$ cat config.mk
export PLATFORM = sky130hd
export DESIGN_NAME = wb_reg_file_flat
export DESIGN_NICKNAME = d
export VERILOG_FILES = /design/src/rtl/wb_reg_file_if.sv /design/src/rtl/wb_reg_file.sv /design/src/flat_wrapper.sv
export SDC_FILE = /design/constraint.sdc
export NUM_CORES = 1
export LEC_CHECK = 0
export ABC_AREA = 1
export CORE_ASPECT_RATIO = 1.2
export CORE_MARGIN = 4
export CORE_UTILIZATION = 55
export DETAILED_ROUTE_END_ITERATION = 7
export PLACE_DENSITY = 0.89
export SLEW_MARGIN = 30
export SYNTH_ARGS = -nofsm -noshare
export SYNTH_HDL_FRONTEND = slang
export SYNTH_SLANG_ARGS = --single-unit
$ cat constraint.sdc
create_clock -name Clk -period 2.7 [get_ports Clk]
set_clock_uncertainty 0.2 [all_clocks]
set_input_delay 0.54 -clock Clk [delete_from_list [all_inputs] [get_ports Clk]]
set_output_delay 0.54 -clock Clk [all_outputs]
set_load 0.1 [all_outputs]
$ cat src/rtl/wb_reg_file_if.sv
// Write-back register file bus: commit port from EX/WB, two decode read ports,
// and the debug status outputs (written bitmap, commit counter).
// master = pipeline/decode side, slave = register file.
interface wb_reg_file_if #(
  parameter int DATA_W   = 8,
  parameter int ADDR_W   = 3,
  parameter int NUM_REGS = 8,
  parameter int CNT_W    = 16
);
  logic                WB_Reg_Write;
  logic [ADDR_W-1:0]   WB_RD;
  logic [DATA_W-1:0]   WB_Data;
  logic [ADDR_W-1:0]   RS1_Addr;
  logic [ADDR_W-1:0]   RS2_Addr;
  logic [DATA_W-1:0]   Read_Data1;
  logic [DATA_W-1:0]   Read_Data2;
  logic [NUM_REGS-1:0] Written_Map;
  logic [CNT_W-1:0]    Commit_Count;

  modport master (
    output WB_Reg_Write, WB_RD, WB_Data, RS1_Addr, RS2_Addr,
    input  Read_Data1, Read_Data2, Written_Map, Commit_Count
  );

  modport slave (
    input  WB_Reg_Write, WB_RD, WB_Data, RS1_Addr, RS2_Addr,
    output Read_Data1, Read_Data2, Written_Map, Commit_Count
  );
endinterface

$ cat src/rtl/wb_reg_file.sv
// Write-back stage register file: commits EX/WB results into NUM_REGS x DATA_W
// registers and serves two combinational read ports to decode.
// Ports: Clk, Reset (async, active-low), bus (wb_reg_file_if.slave: commit
// port, RS1/RS2 read ports, Written_Map, saturating Commit_Count).
// Latency: commit visible from the array one cycle after the edge; reads are
// combinational. No backpressure: every cycle with WB_Reg_Write=1 commits.
// Optional: define WB_REGFILE_BYPASS_EN for same-cycle write-to-read bypass.
module wb_reg_file #(
  parameter int DATA_W   = 8,
  parameter int ADDR_W   = 3,
  parameter int NUM_REGS = 8,
  parameter int CNT_W    = 16
) (
  input  logic          Clk,
  input  logic          Reset,
  wb_reg_file_if.slave  bus
);

  logic [DATA_W-1:0]   regs_q [NUM_REGS];
  logic [NUM_REGS-1:0] written_map_q, written_map_d;
  logic [CNT_W-1:0]    commit_count_q, commit_count_d;

  // Status next-state: map bit sticks once set; counter stops at all-ones.
  always_comb begin
    written_map_d  = written_map_q;
    commit_count_d = commit_count_q;
    if (bus.WB_Reg_Write) begin
      written_map_d[bus.WB_RD] = 1'b1;
      if (commit_count_q != {CNT_W{1'b1}}) begin
        commit_count_d = commit_count_q + CNT_W'(1);
      end
    end
  end

  // Registers reset to their own index so a bring-up read is self-identifying.
  always_ff @(posedge Clk or negedge Reset) begin
    if (!Reset) begin
      for (int i = 0; i < NUM_REGS; i++) begin
        regs_q[i] <= DATA_W'(i);
      end
    end else if (bus.WB_Reg_Write) begin
      regs_q[bus.WB_RD] <= bus.WB_Data;
    end
  end

  always_ff @(posedge Clk or negedge Reset) begin
    if (!Reset) begin
      written_map_q  <= '0;
      commit_count_q <= '0;
    end else begin
      written_map_q  <= written_map_d;
      commit_count_q <= commit_count_d;
    end
  end

`ifdef WB_REGFILE_BYPASS_EN
  // Gated by Reset so that reads during reset always show the reset values.
  logic bypass1, bypass2;
  assign bypass1 = Reset && bus.WB_Reg_Write && (bus.RS1_Addr == bus.WB_RD);
  assign bypass2 = Reset && bus.WB_Reg_Write && (bus.RS2_Addr == bus.WB_RD);
  assign bus.Read_Data1 = bypass1 ? bus.WB_Data : regs_q[bus.RS1_Addr];
  assign bus.Read_Data2 = bypass2 ? bus.WB_Data : regs_q[bus.RS2_Addr];
`else
  assign bus.Read_Data1 = regs_q[bus.RS1_Addr];
  assign bus.Read_Data2 = regs_q[bus.RS2_Addr];
`endif

  assign bus.Written_Map  = written_map_q;
  assign bus.Commit_Count = commit_count_q;

endmodule

$ cat src/flat_wrapper.sv
// flat-port wrapper written by rule: the top's interface ports become plain ports
module wb_reg_file_flat 
#(
  parameter int DATA_W   = 8,
  parameter int ADDR_W   = 3,
  parameter int NUM_REGS = 8,
  parameter int CNT_W    = 16
)
  (Clk, Reset, bus_WB_Reg_Write, bus_WB_RD, bus_WB_Data, bus_RS1_Addr, bus_RS2_Addr, bus_Read_Data1, bus_Read_Data2, bus_Written_Map, bus_Commit_Count);
  wb_reg_file_if #(.DATA_W(DATA_W), .ADDR_W(ADDR_W), .NUM_REGS(NUM_REGS), .CNT_W(CNT_W)) bus_i ();
  input  logic Clk;
  input  logic Reset;
  input wire logic [$bits(bus_i.WB_Reg_Write)-1:0] bus_WB_Reg_Write;
  input wire logic [$bits(bus_i.WB_RD)-1:0] bus_WB_RD;
  input wire logic [$bits(bus_i.WB_Data)-1:0] bus_WB_Data;
  input wire logic [$bits(bus_i.RS1_Addr)-1:0] bus_RS1_Addr;
  input wire logic [$bits(bus_i.RS2_Addr)-1:0] bus_RS2_Addr;
  output wire logic [$bits(bus_i.Read_Data1)-1:0] bus_Read_Data1;
  output wire logic [$bits(bus_i.Read_Data2)-1:0] bus_Read_Data2;
  output wire logic [$bits(bus_i.Written_Map)-1:0] bus_Written_Map;
  output wire logic [$bits(bus_i.Commit_Count)-1:0] bus_Commit_Count;
  assign bus_i.WB_Reg_Write = bus_WB_Reg_Write;
  assign bus_i.WB_RD = bus_WB_RD;
  assign bus_i.WB_Data = bus_WB_Data;
  assign bus_i.RS1_Addr = bus_RS1_Addr;
  assign bus_i.RS2_Addr = bus_RS2_Addr;
  assign bus_Read_Data1 = bus_i.Read_Data1;
  assign bus_Read_Data2 = bus_i.Read_Data2;
  assign bus_Written_Map = bus_i.Written_Map;
  assign bus_Commit_Count = bus_i.Commit_Count;
  wb_reg_file #(.DATA_W(DATA_W), .ADDR_W(ADDR_W), .NUM_REGS(NUM_REGS), .CNT_W(CNT_W)) u_core (.Clk(Clk), .Reset(Reset), .bus(bus_i));
endmodule
==> run summary, run 1 <==
status - completed
CP Data Arrival Time - 1830 ps
crit start category - primary input
slew margin rel. - 0.4946
crit path time final - 2570 ps
vias in the first global route - 4559
period utilization - 0.9517
Synth warnings - 0
Initial DRC Count - 487
met3 Usage GRT - 0.05338
pre-CTS setup slack - -156.2 ps
setup slack, reg-to-reg - 720 ps
Mapped Nets - 658
RSZ-0062 raised after global routing - no
first-pass GRT wire length - 21.89 mm
Synth Area in Adders - 0.002550
fillers - 667
average routed wire per standard cell - 16.74 um
root buf cell - clkbuf_8
Clock Latency Late Sink - 360 ps
final net count - 718
GR met2 Demand/Resource - 0.4261
Reg2Reg Depth - 8
post-DP HPWL - 9.381 mm
post-synth top area cell - dfrtp_1
share of cells above drive strength 1 - 0.2080
Hold EP - u_core.bus.Written_Map[0]
Hold Crit Depth - 2
top cells by count, synth - nand2_1 (176), o21ai_0 (102), dfrtp_1 (76)
Via density - 5.880
I/O pin cnt - 60
worst path cell trace - dlygate4sd2_1 > buf_6 > o21ai_0 > o21ai_0 > nand2_1 > nand2_1 > buf_12
peak supply drop - 556.0 uV
diode count - 0
critical path type - in2out
Post-Synth Simple-Gate Area - 0.2336
router iterations before antenna repair - 5
nature of the critical path endpoint - output pin
top_reg_cell synth - dfrtp_1
multiplexer share of the synthesized area - 0
CTS tree - done
register area share after synthesis - 0.4518
fmax - 389.2 MHz
CTS clock-pin slew for the worst setup and hold paths - 80 ps
Post-Syn Instances - 637
slowest stage cell, crit path - dlygate4sd2_1
grt ovf - 0
die width - 94.23 um
top-count cell post-synth - nand2_1
clock buffer count from CTS - 9
Seq cells post-synth - 88
XOR/XNOR share of the synthesized area - 0.008924
Area Growth Syn to Fin - 23.30%
main combinational cell family by area after synthesis - simple AND/OR/NAND/NOR gates
routed wire length - 13.71 mm
core area - 0.008657 mm2
via count - 4816
Synth cell types - 30
EDFF count, synth - 0
Avg Cell Area, Syn - 7.704 um2
largest net degree at the start of global routing - 47
RD Place Congestion - 0.9201
starting density of the core - 0.5668
Tot GR Track Use - 0.2616
Reg2Reg Launch Point - u_core.bus.Commit_Count[0]
Setup WS post-layout - 130.4 ps
CP Max Fanout - 26
required time of the critical path - 1960 ps
input/output buffers - 59
final setup violation count - 0
Reg2Reg Capture Point - u_core.bus.Commit_Count[10]
Hold Startpoint - u_core.bus.Written_Map[0]
met1 Use GR - 0.3469
worst min path class - reg2reg
Yosys top cell area share - 0.3876
global route hottest layer - met2
initial antenna violation count - 0
LEAKAGE - 2.876 nW
maxcap violations - 0
final hold violations - 0
residual DRC count - 0
Detail Route Antenna Nets - 0
Cell Area, Synth - 0.004907 mm2
Least-Margin Pin Slew - 757.2 ps
Compound-Gate Fraction of Synth Area - 0.2244
crit-path max cell delay - 370 ps
die height - 111.5 um
Final Slew Violations - 0
Final Core Density - 0.6989
main area contributors after synthesis - dfrtp_1 (39%), nand2_1 (13%), o21ai_0 (10%)
FFs w/ async S/R, synth - 1.000
H-Tree Level Count - 3
power per cell area - 700.8 mW/mm2
clk sinks - 88
clock buffer depth - 2
Overall Power - 0.004240 W
row cnt - 37
Die ar. - 0.01050 mm2
registers in the layout (all words and copies together), names as in the netlist:
signal	count
u_core.bus.Written_Map	8
u_core.regs_q	64
u_core.bus.Commit_Count	16
layer usage:
metal | up-vias | wire length, um
met5 | - | 0
met1 | 2270 | 5428
met3 | 31 | 1358
met2 | 317 | 6668
li1 | 2198 | -
met4 | 0 | 255
through the flow:
stage                     hold slack, ps  setup TNS (ps)  cells  area, um2
final                              268.3               0    819       6051
after global placement             247.6          -693.2    799       5748
after detailed placement           252.1           -1117    799       5748
after CTS                          274.4               0    817       5989
after global routing               300.7               0    819       6051
after floorplan                    44.41               0    637       4907
power by group:
group | switching (W) | total, W | internal (W)
Clock | 0.000462 | 0.000914 | 0.000452
Combinational | 0.00107 | 0.00156 | 0.000489
Sequential | 0.000210 | 0.00177 | 0.00156
Total | 0.00174 | 0.00424 | 0.00250
critical path: cells and delay by family:
| kind | cells | cell delay (ps) |
|---|---|---|
| simple gates | 2 | 190 |
| buf+inv | 3 | 800 |
| compound gates | 2 | 280 |
cells in the final DEF (no fill, tap or decap), types with 2 or more instances in the layout:
| master | count |
|---|---|
| nand4_1 | 9 |
| dfstp_2 | 12 |
| clkdlybuf4s50_1 | 14 |
| xnor2_1 | 4 |
| o21ai_0 | 95 |
| o21ai_2 | 32 |
| nor2_2 | 6 |
| o21ai_1 | 37 |
| buf_4 | 32 |
| nand2_4 | 6 |
| dlymetal6s2s_1 | 2 |
| a21oi_1 | 32 |
| clkinv_2 | 2 |
| nand2_1 | 172 |
| dfrtp_1 | 76 |
| nor2_1 | 45 |
| buf_12 | 22 |
| clkbuf_16 | 2 |
| inv_2 | 2 |
| inv_1 | 53 |
| clkbuf_8 | 10 |
| nor2_4 | 2 |
| nand3_1 | 9 |
| nand2_2 | 8 |
how the worst max path moves through the flow:
stage,start,endpoint,slack (ps),depth (start not counted)
6_report,bus_RS1_Addr[0],bus_Read_Data1[3],130,7
5_1_grt,bus_RS1_Addr[0],bus_Read_Data1[3],60,7
4_1_cts,bus_RS2_Addr[1],bus_Read_Data2[3],10,7
3_5_place_dp,bus_RS1_Addr[0],bus_Read_Data1[3],-160,7
3_3_place_gp,bus_RS1_Addr[0],bus_Read_Data1[3],-120,7
2_1_floorplan,bus_RS1_Addr[0],bus_Read_Data1[5],70,7
timing repair:
action,CTS,global route
pin swaps,0,0
gates cloned,1,2
hold endpoints to repair,36,0
gates resized for setup,7,11
hold buffers,1,0
endpoints found under the setup margin,13,15
buffers inserted,0,0
final cells by class:
class	instances	area, um2	share of cell area
multi-input cells	465	2313	0.3823
flip-flops and latches	88	2217	0.3664
repair buffers	77	963.4	0.1592
inverters	56	212.7	0.03515
well taps	117	146.4	0.02419
clock buffers	11	141.4	0.02337
clock inverters	5	56.30	0.009305
kinds of logic (layout without fill, tap and decap cells):
group | count (synthesis) | in the layout
AND/OR/NAND/NOR | 263 | 263
AO/OA/AOI/OAI | 196 | 196
flip-flops | 88 | 88
buffers and inverters | 84 | 149
XOR/XNOR | 5 | 5
adder cells (fa/ha/maj) | 1 | 1
No activity file was read; power rests on OpenSTA's default activity.
==> run 2: changes to the inputs <==
--- a/config.mk
+++ b/config.mk
@@ -6,11 +6,13 @@
 export NUM_CORES = 1
 export LEC_CHECK = 0
 export ABC_AREA = 1
+export CAP_MARGIN = 5
 export CORE_ASPECT_RATIO = 1.2
 export CORE_MARGIN = 4
 export CORE_UTILIZATION = 55
 export DETAILED_ROUTE_END_ITERATION = 7
 export PLACE_DENSITY = 0.89
+export REMOVE_ABC_BUFFERS = 1
 export SLEW_MARGIN = 30
 export SYNTH_ARGS = -nofsm -noshare
 export SYNTH_HDL_FRONTEND = slang
==> run 2 against run 1 <==
Effect of this change: count of clock-buffer cells in the layout down 1; routed wire length rose by 1.7%; final cell count down 0.12%; critical endpoint is now bus_Read_Data1[6].
==> run summary, run 2 (synthesized netlist as in run 1, its figures left out) <==
status - completed
router iterations before antenna repair - 5 (unchanged)
CTS tree - done
Inst Count DP - 798 (-0.13%)
input/output buffers - 59 (unchanged)
clk sinks - 88 (unchanged)
final hold violations - 0 (unchanged)
core area - 0.008657 mm2 (unchanged)
pre-CTS setup slack - -56.70 ps (+99.49 ps)
final net count - 717 (-0.14%)
first-pass GRT wire length - 22.32 mm (+2.0%)
Clock Latency Late Sink - 380 ps (+20 ps)
CP Max Fanout - 16 (-38%)
largest reg by FF count - u_core.regs_q
sequential power share - 0.404 (-0.013)
RD Place Congestion - 0.9008 (-2.1%)
Die ar. - 0.01050 mm2 (unchanged)
power per cell area - 715.0 mW/mm2 (+2.0%)
Sw Ratio - 0.4019 (-0.008369)
period utilization - 0.9662 (+0.01445)
crit start category - primary input
crit path time final - 2609 ps (+39.03 ps)
Via density - 5.880 (about the same)
vias in the first global route - 4710 (+3.3%)
routed wire length - 13.95 mm (+1.7%)
root buf cell - clkbuf_8
Detail Route Antenna Nets - 0 (unchanged)
post-DP HPWL - 8.970 mm (-4.4%)
share of cells above drive strength 1 - 0.2040 (-0.003983)
initial antenna violation count - 0 (unchanged)
NetSw - 0.001744 W (+0.26%)
I/O pin cnt - 60 (unchanged)
Area Growth Syn to Fin - 23.69%
critical path capture point - bus_Read_Data1[6]
post-route insts no fill - 818 (-0.12%)
final setup violation count - 0 (unchanged)
starting density of the core - 0.5668 (unchanged)
most frequent cells in the layout - nand2_1 (176), o21ai_0 (100), dfrtp_1 (76)
die height - 111.5 um (unchanged)
grt ovf - 0 (unchanged)
H-Tree Level Count - 3 (unchanged)
max reg flops - 64 (unchanged)
clock buffer depth - 2 (unchanged)
Reg2Reg Launch Point - u_core.bus.Commit_Count[0]
post-CTS setup buffers - 0 (unchanged)
Initial DRC Count - 462 (-5.1%)
residual DRC count - 0 (unchanged)
LEAKAGE - 2.879 nW (+0.11%)
average routed wire per standard cell - 17.05 um (+1.8%)
clock network fraction of total power - 0.241 (+0.025)
Reg2Reg Depth - 7 (-1)
Least-Margin Pin Slew - 738.7 ps (-18.52 ps)
P_int - 0.002596 W (+3.8%)
die width - 94.23 um (unchanged)
slew margin rel. - 0.5070 (+0.01236)
Final Slew Violations - 0 (unchanged)
Setup WS post-layout - 91.39 ps (-39.03 ps)
nature of the critical path endpoint - output pin
commonest non-fill, non-tap cell in the layout - nand2_1
Tot GR Track Use - 0.2709 (+0.009322)
CTS clock-pin slew for the worst setup and hold paths - 80 ps (about the same)
diode count - 0 (unchanged)
fmax - 383.3 MHz (-1.5%)
via count - 4810 (-0.12%)
CP Data Arrival Time - 1870 ps (+40 ps)
largest net degree at the start of global routing - 54 (+15%)
Reg2Reg Capture Point - u_core.bus.Commit_Count[8]
RSZ-0062 raised after global routing - no
Logic pwr share - 0.355 (-0.012)
maxcap violations - 0 (unchanged)
peak supply drop - 586.6 uV (+5.5%)
critical path type - in2out
setup slack, reg-to-reg - 830 ps (+110 ps)
clock buffer count from CTS - 9 (unchanged)
worst min path class - reg2reg
required time of the critical path - 1960 ps (about the same)
row cnt - 37 (unchanged)
Hold Startpoint - u_core.bus.Written_Map[0]
CP Launch Point - bus_RS1_Addr[1]
==> run 2: changes by cell type in the layout (fill, tap and decap cells not counted), sizes merged <==
cell          previous run  this run
bufinv                   1         2
bufbuf                   1         2
clkinvlp                 1         2
dlygate4sd2              1         2
buf                     55        54
clkinv                   3         2
clkbuf                  14        12
dlymetal6s2s             2         1
==> run 2: layer usage <==
metal,vias to the layer above,track usage,part of all wire
met1,2230,0.3140,0.36
met5,-,0,0
li1,2205,-,-
met4,0,0.1830,0.056
met3,90,0.06892,0.091
met2,285,0.4356,0.49
==> run 2: repair_timing <==
item	CTS	global route
setup endpoints to repair	8	9
hold buffers	1	0
pin swaps	0	0
hold endpoints to repair	33	0
gates cloned	2	1
resized for setup	4	5
==> run 2: worst max-delay path, stage by stage <==
cell           delay (ps)
dlygate4sd2_1         300
bufbuf_16             320
a21oi_2               130
o21ai_0               110
o21ai_1               100
nand2_1                70
nand2_1               110
buf_12                180
==> run 2: metrics by stage <==
step	instance area, um2	utilization	hold WS [ps]	TNS [ps]	total power (W)
finish	6070	0.7011	269.1	0	0.004340
CTS	6042	0.6979	271.8	0	0.004331
floorplan	4733	-	44.41	0	0.002744
global placement	5741	0.6631	247.5	0	0.003209
global route	6070	0.7011	296.5	0	0.004549
detailed placement	5741	0.6631	250.9	-155.5	0.003281
==> run 2: power groups by stage <==
stage	clock network (W)	logic [W]	registers [W]
after global placement	0	0.00146	0.00175
after floorplan	0	0.000759	0.00198
after CTS	0.00105	0.00153	0.00174
final	0.00105	0.00154	0.00175
after detailed placement	0	0.00151	0.00177
after global routing	0.00113	0.00164	0.00178
==> run 2: how the worst min path moves through the flow <==
stage	end	slack, ps	cells after the start
after global placement	u_core.bus.Written_Map[0]	250	2
after floorplan	u_core.bus.Commit_Count[0]	40	0
after detailed placement	u_core.bus.Written_Map[0]	250	2
after global routing	u_core.regs_q[18]	300	2
final	u_core.bus.Written_Map[0]	270	2
after CTS	u_core.bus.Written_Map[0]	270	2
==> run 2: layout make-up <==
type,instances,area [um2]
clock inverters,6,92.59
well taps,117,146.4
clock buffers,10,137.6
inverters,56,212.7
multi-input cells,465,2307
flip-flops and latches,88,2217
repair buffers,76,955.9
fillers,674,2587
==> run 3: changes to the inputs <==
--- a/config.mk
+++ b/config.mk
@@ -12,6 +12,7 @@
 export CORE_UTILIZATION = 55
 export DETAILED_ROUTE_END_ITERATION = 7
 export PLACE_DENSITY = 0.89
+export RECOVER_POWER = 25
 export REMOVE_ABC_BUFFERS = 1
 export SLEW_MARGIN = 30
 export SYNTH_ARGS = -nofsm -noshare
==> run 3 against run 2 <==
Effect of this change: count of clock-buffer cells in the layout unchanged; utilization decreased by 0.35 points; sequential cell count unchanged; setup slack improved by 4.0 ps; global-route usage unchanged; register-to-register slack about the same; first-iteration DRC count increased by 2.2%; via count increased by 0.40%; sequential share of layout area increased by 0.18 points; hold slack about the same; clock power about the same; combinational power about the same.
==> run summary, run 3 (synthesized netlist as in run 1, its figures left out) <==
LEAKAGE - 2.854 nW (-0.87%)
critical path type - in2out
Sw Ratio - 0.4020 (about the same)
first-pass GRT wire length - 22.32 mm (unchanged)
Via density - 5.903 (+0.40%)
pre-CTS setup slack - -56.70 ps (unchanged)
Reg2Reg Capture Point - u_core.bus.Commit_Count[8]
critical path capture point - bus_Read_Data1[0]
worst min path class - reg2reg
sequential power share - 0.404 (about the same)
crit start category - primary input
RSZ-0062 raised after global routing - no
starting density of the core - 0.5668 (unchanged)
crit-path max cell delay - 320 ps (about the same)
CTS tree - done
NetSw - 0.001743 W (about the same)
CTS clock-pin slew for the worst setup and hold paths - 80 ps (about the same)
crit path buf inv count - 3 (unchanged)
row cnt - 37 (unchanged)
final hold violations - 0 (unchanged)
largest reg by FF count - u_core.regs_q
P_int - 0.002592 W (-0.14%)
post-DP HPWL - 8.970 mm (unchanged)
largest net degree at the start of global routing - 54 (unchanged)
Tot GR Track Use - 0.2709 (unchanged)
Least-Margin Pin Slew - 915.3 ps (+176.6 ps)
die height - 111.5 um (unchanged)
CP Data Arrival Time - 1860 ps (about the same)
diode count - 0 (unchanged)
Clock Latency Late Sink - 380 ps (about the same)
fmax - 383.9 MHz (+0.15%)
input/output buffers - 59 (unchanged)
clock buffer depth - 2 (unchanged)
die width - 94.23 um (unchanged)
Final Slew Violations - 0 (unchanged)
worst path cell trace - dlygate4sd2_1 > bufbuf_16 > a21oi_1 > o21ai_0 > o21ai_0 > nand2_1 > nand2_1 > buf_12
H-Tree Level Count - 3 (unchanged)
Sequential Area - 0.002217 mm2 (unchanged)
Crit path depth - 8 (unchanged)
Reg2Reg Launch Point - u_core.bus.Commit_Count[0]
initial antenna violation count - 0 (unchanged)
setup slack, reg-to-reg - 820 ps (about the same)
router iterations before antenna repair - 5 (unchanged)
nature of the critical path endpoint - output pin
required time of the critical path - 1960 ps (about the same)
RD Place Congestion - 0.9008 (unchanged)
share of cells above drive strength 1 - 0.2011 (-0.002853)
Initial DRC Count - 472 (+2.2%)
CP Launch Point - bus_RS1_Addr[1]
Reg2Reg Depth - 7 (unchanged)
Final Core Density - 0.6976 (-0.003469)
commonest non-fill, non-tap cell in the layout - nand2_1
CP Max Fanout - 16 (unchanged)
most frequent cells in the layout - nand2_1 (178), o21ai_0 (100), dfrtp_1 (76)
routed wire length - 13.94 mm (about the same)
Detail Route Antenna Nets - 0 (unchanged)
max reg flops - 64 (unchanged)
Setup WS post-layout - 95.36 ps (+3.975 ps)
WL met2 - 6.854 mm (-0.26%)
M1 WL - 4.959 mm (-1.4%)
power per cell area - 717.7 mW/mm2 (+0.38%)
slew margin rel. - 0.3898 (-0.1172)
Area Growth Syn to Fin - 23.07%
peak supply drop - 585.9 uV (-0.11%)
root buf cell - clkbuf_8
maxcap violations - 0 (unchanged)
average routed wire per standard cell - 17.05 um (about the same)
core area - 0.008657 mm2 (unchanged)
period utilization - 0.9647 (-0.001472)
Logic pwr share - 0.354 (about the same)
residual DRC count - 0 (unchanged)
crit path time final - 2605 ps (-3.975 ps)
multi-input logic area - 0.002292 mm2 (-0.65%)
metal3 WL - 1.285 mm (+1.6%)
I/O pin cnt - 60 (unchanged)
Top Metal Used - met4
Largest delay share family, worst path - buffers and inverters
Hold Crit Depth - 2 (unchanged)
grt ovf - 0 (unchanged)
status - completed
fillers - 677 (+0.45%)
clock network fraction of total power - 0.241 (about the same)
post-CTS setup buffers - 0 (unchanged)
Hold Startpoint - u_core.bus.Written_Map[0]
via count - 4829 (+0.40%)
Die ar. - 0.01050 mm2 (unchanged)
final setup violation count - 0 (unchanged)
slowest stage cell, crit path - bufbuf_16
final net count - 717 (unchanged)
clock buffer count from CTS - 9 (unchanged)
clk sinks - 88 (unchanged)
vias in the first global route - 4710 (unchanged)
## run 3: through the flow
step	instances	hold slack [ps]	cell area, um2	TNS, ps	power [W]
after floorplan	609	44.41	4733	0	0.002744
after global placement	798	247.5	5741	0	0.003209
final	818	269.0	6040	0	0.004335
after CTS	817	271.8	6042	0	0.004331
after global routing	818	296.5	6040	0	0.004543
after detailed placement	798	250.9	5741	-155.5	0.003281
## run 3: how the worst min path moves through the flow
| stage | slack [ps] | to |
|---|---|---|
| 2_1_floorplan | 40 | u_core.bus.Commit_Count[0] |
| 3_3_place_gp | 250 | u_core.bus.Written_Map[0] |
| 3_5_place_dp | 250 | u_core.bus.Written_Map[0] |
| 4_1_cts | 270 | u_core.bus.Written_Map[0] |
| 5_1_grt | 300 | u_core.regs_q[18] |
| 6_report | 270 | u_core.bus.Written_Map[0] |
## run 3: tightest hold or removal path, delay by kind of cell (launching register included)
kind,cells,cell delay (ps)
flip-flops,1,350
AND/OR/NAND/NOR,1,50
buffers and inverters,1,40
## run 3: power by group through the flow
| stage | Clock [W] | Sequential, W | Combinational [W] |
|---|---|---|---|
| floorplan | 0 | 0.00198 | 0.000759 |
| global placement | 0 | 0.00175 | 0.00146 |
| detailed placement | 0 | 0.00177 | 0.00151 |
| CTS | 0.00105 | 0.00174 | 0.00153 |
| global route | 0.00113 | 0.00178 | 0.00163 |
| finish | 0.00105 | 0.00175 | 0.00154 |
## run 3: layout make-up
class / instances / share of cell area
tap: 117 / 0.02424
sequential: 88 / 0.3671
inverter: 56 / 0.03522
clock buffer: 10 / 0.02279
clock inverter: 6 / 0.01533
multi-input combinational: 465 / 0.3795
timing repair buffer: 76 / 0.1558
## run 3: layer usage
metal / track usage / up-vias
met1: 0.3140 / 2222
met3: 0.06892 / 90
met5: 0 / -
met2: 0.4356 / 313
met4: 0.1830 / 0
li1: - / 2204
## run 3: timing repair
item,in CTS,in global routing
resized for setup,4,5
hold endpoints to repair,33,0
setup endpoints to repair,8,9
gates cloned,2,1
hold buffers,1,0
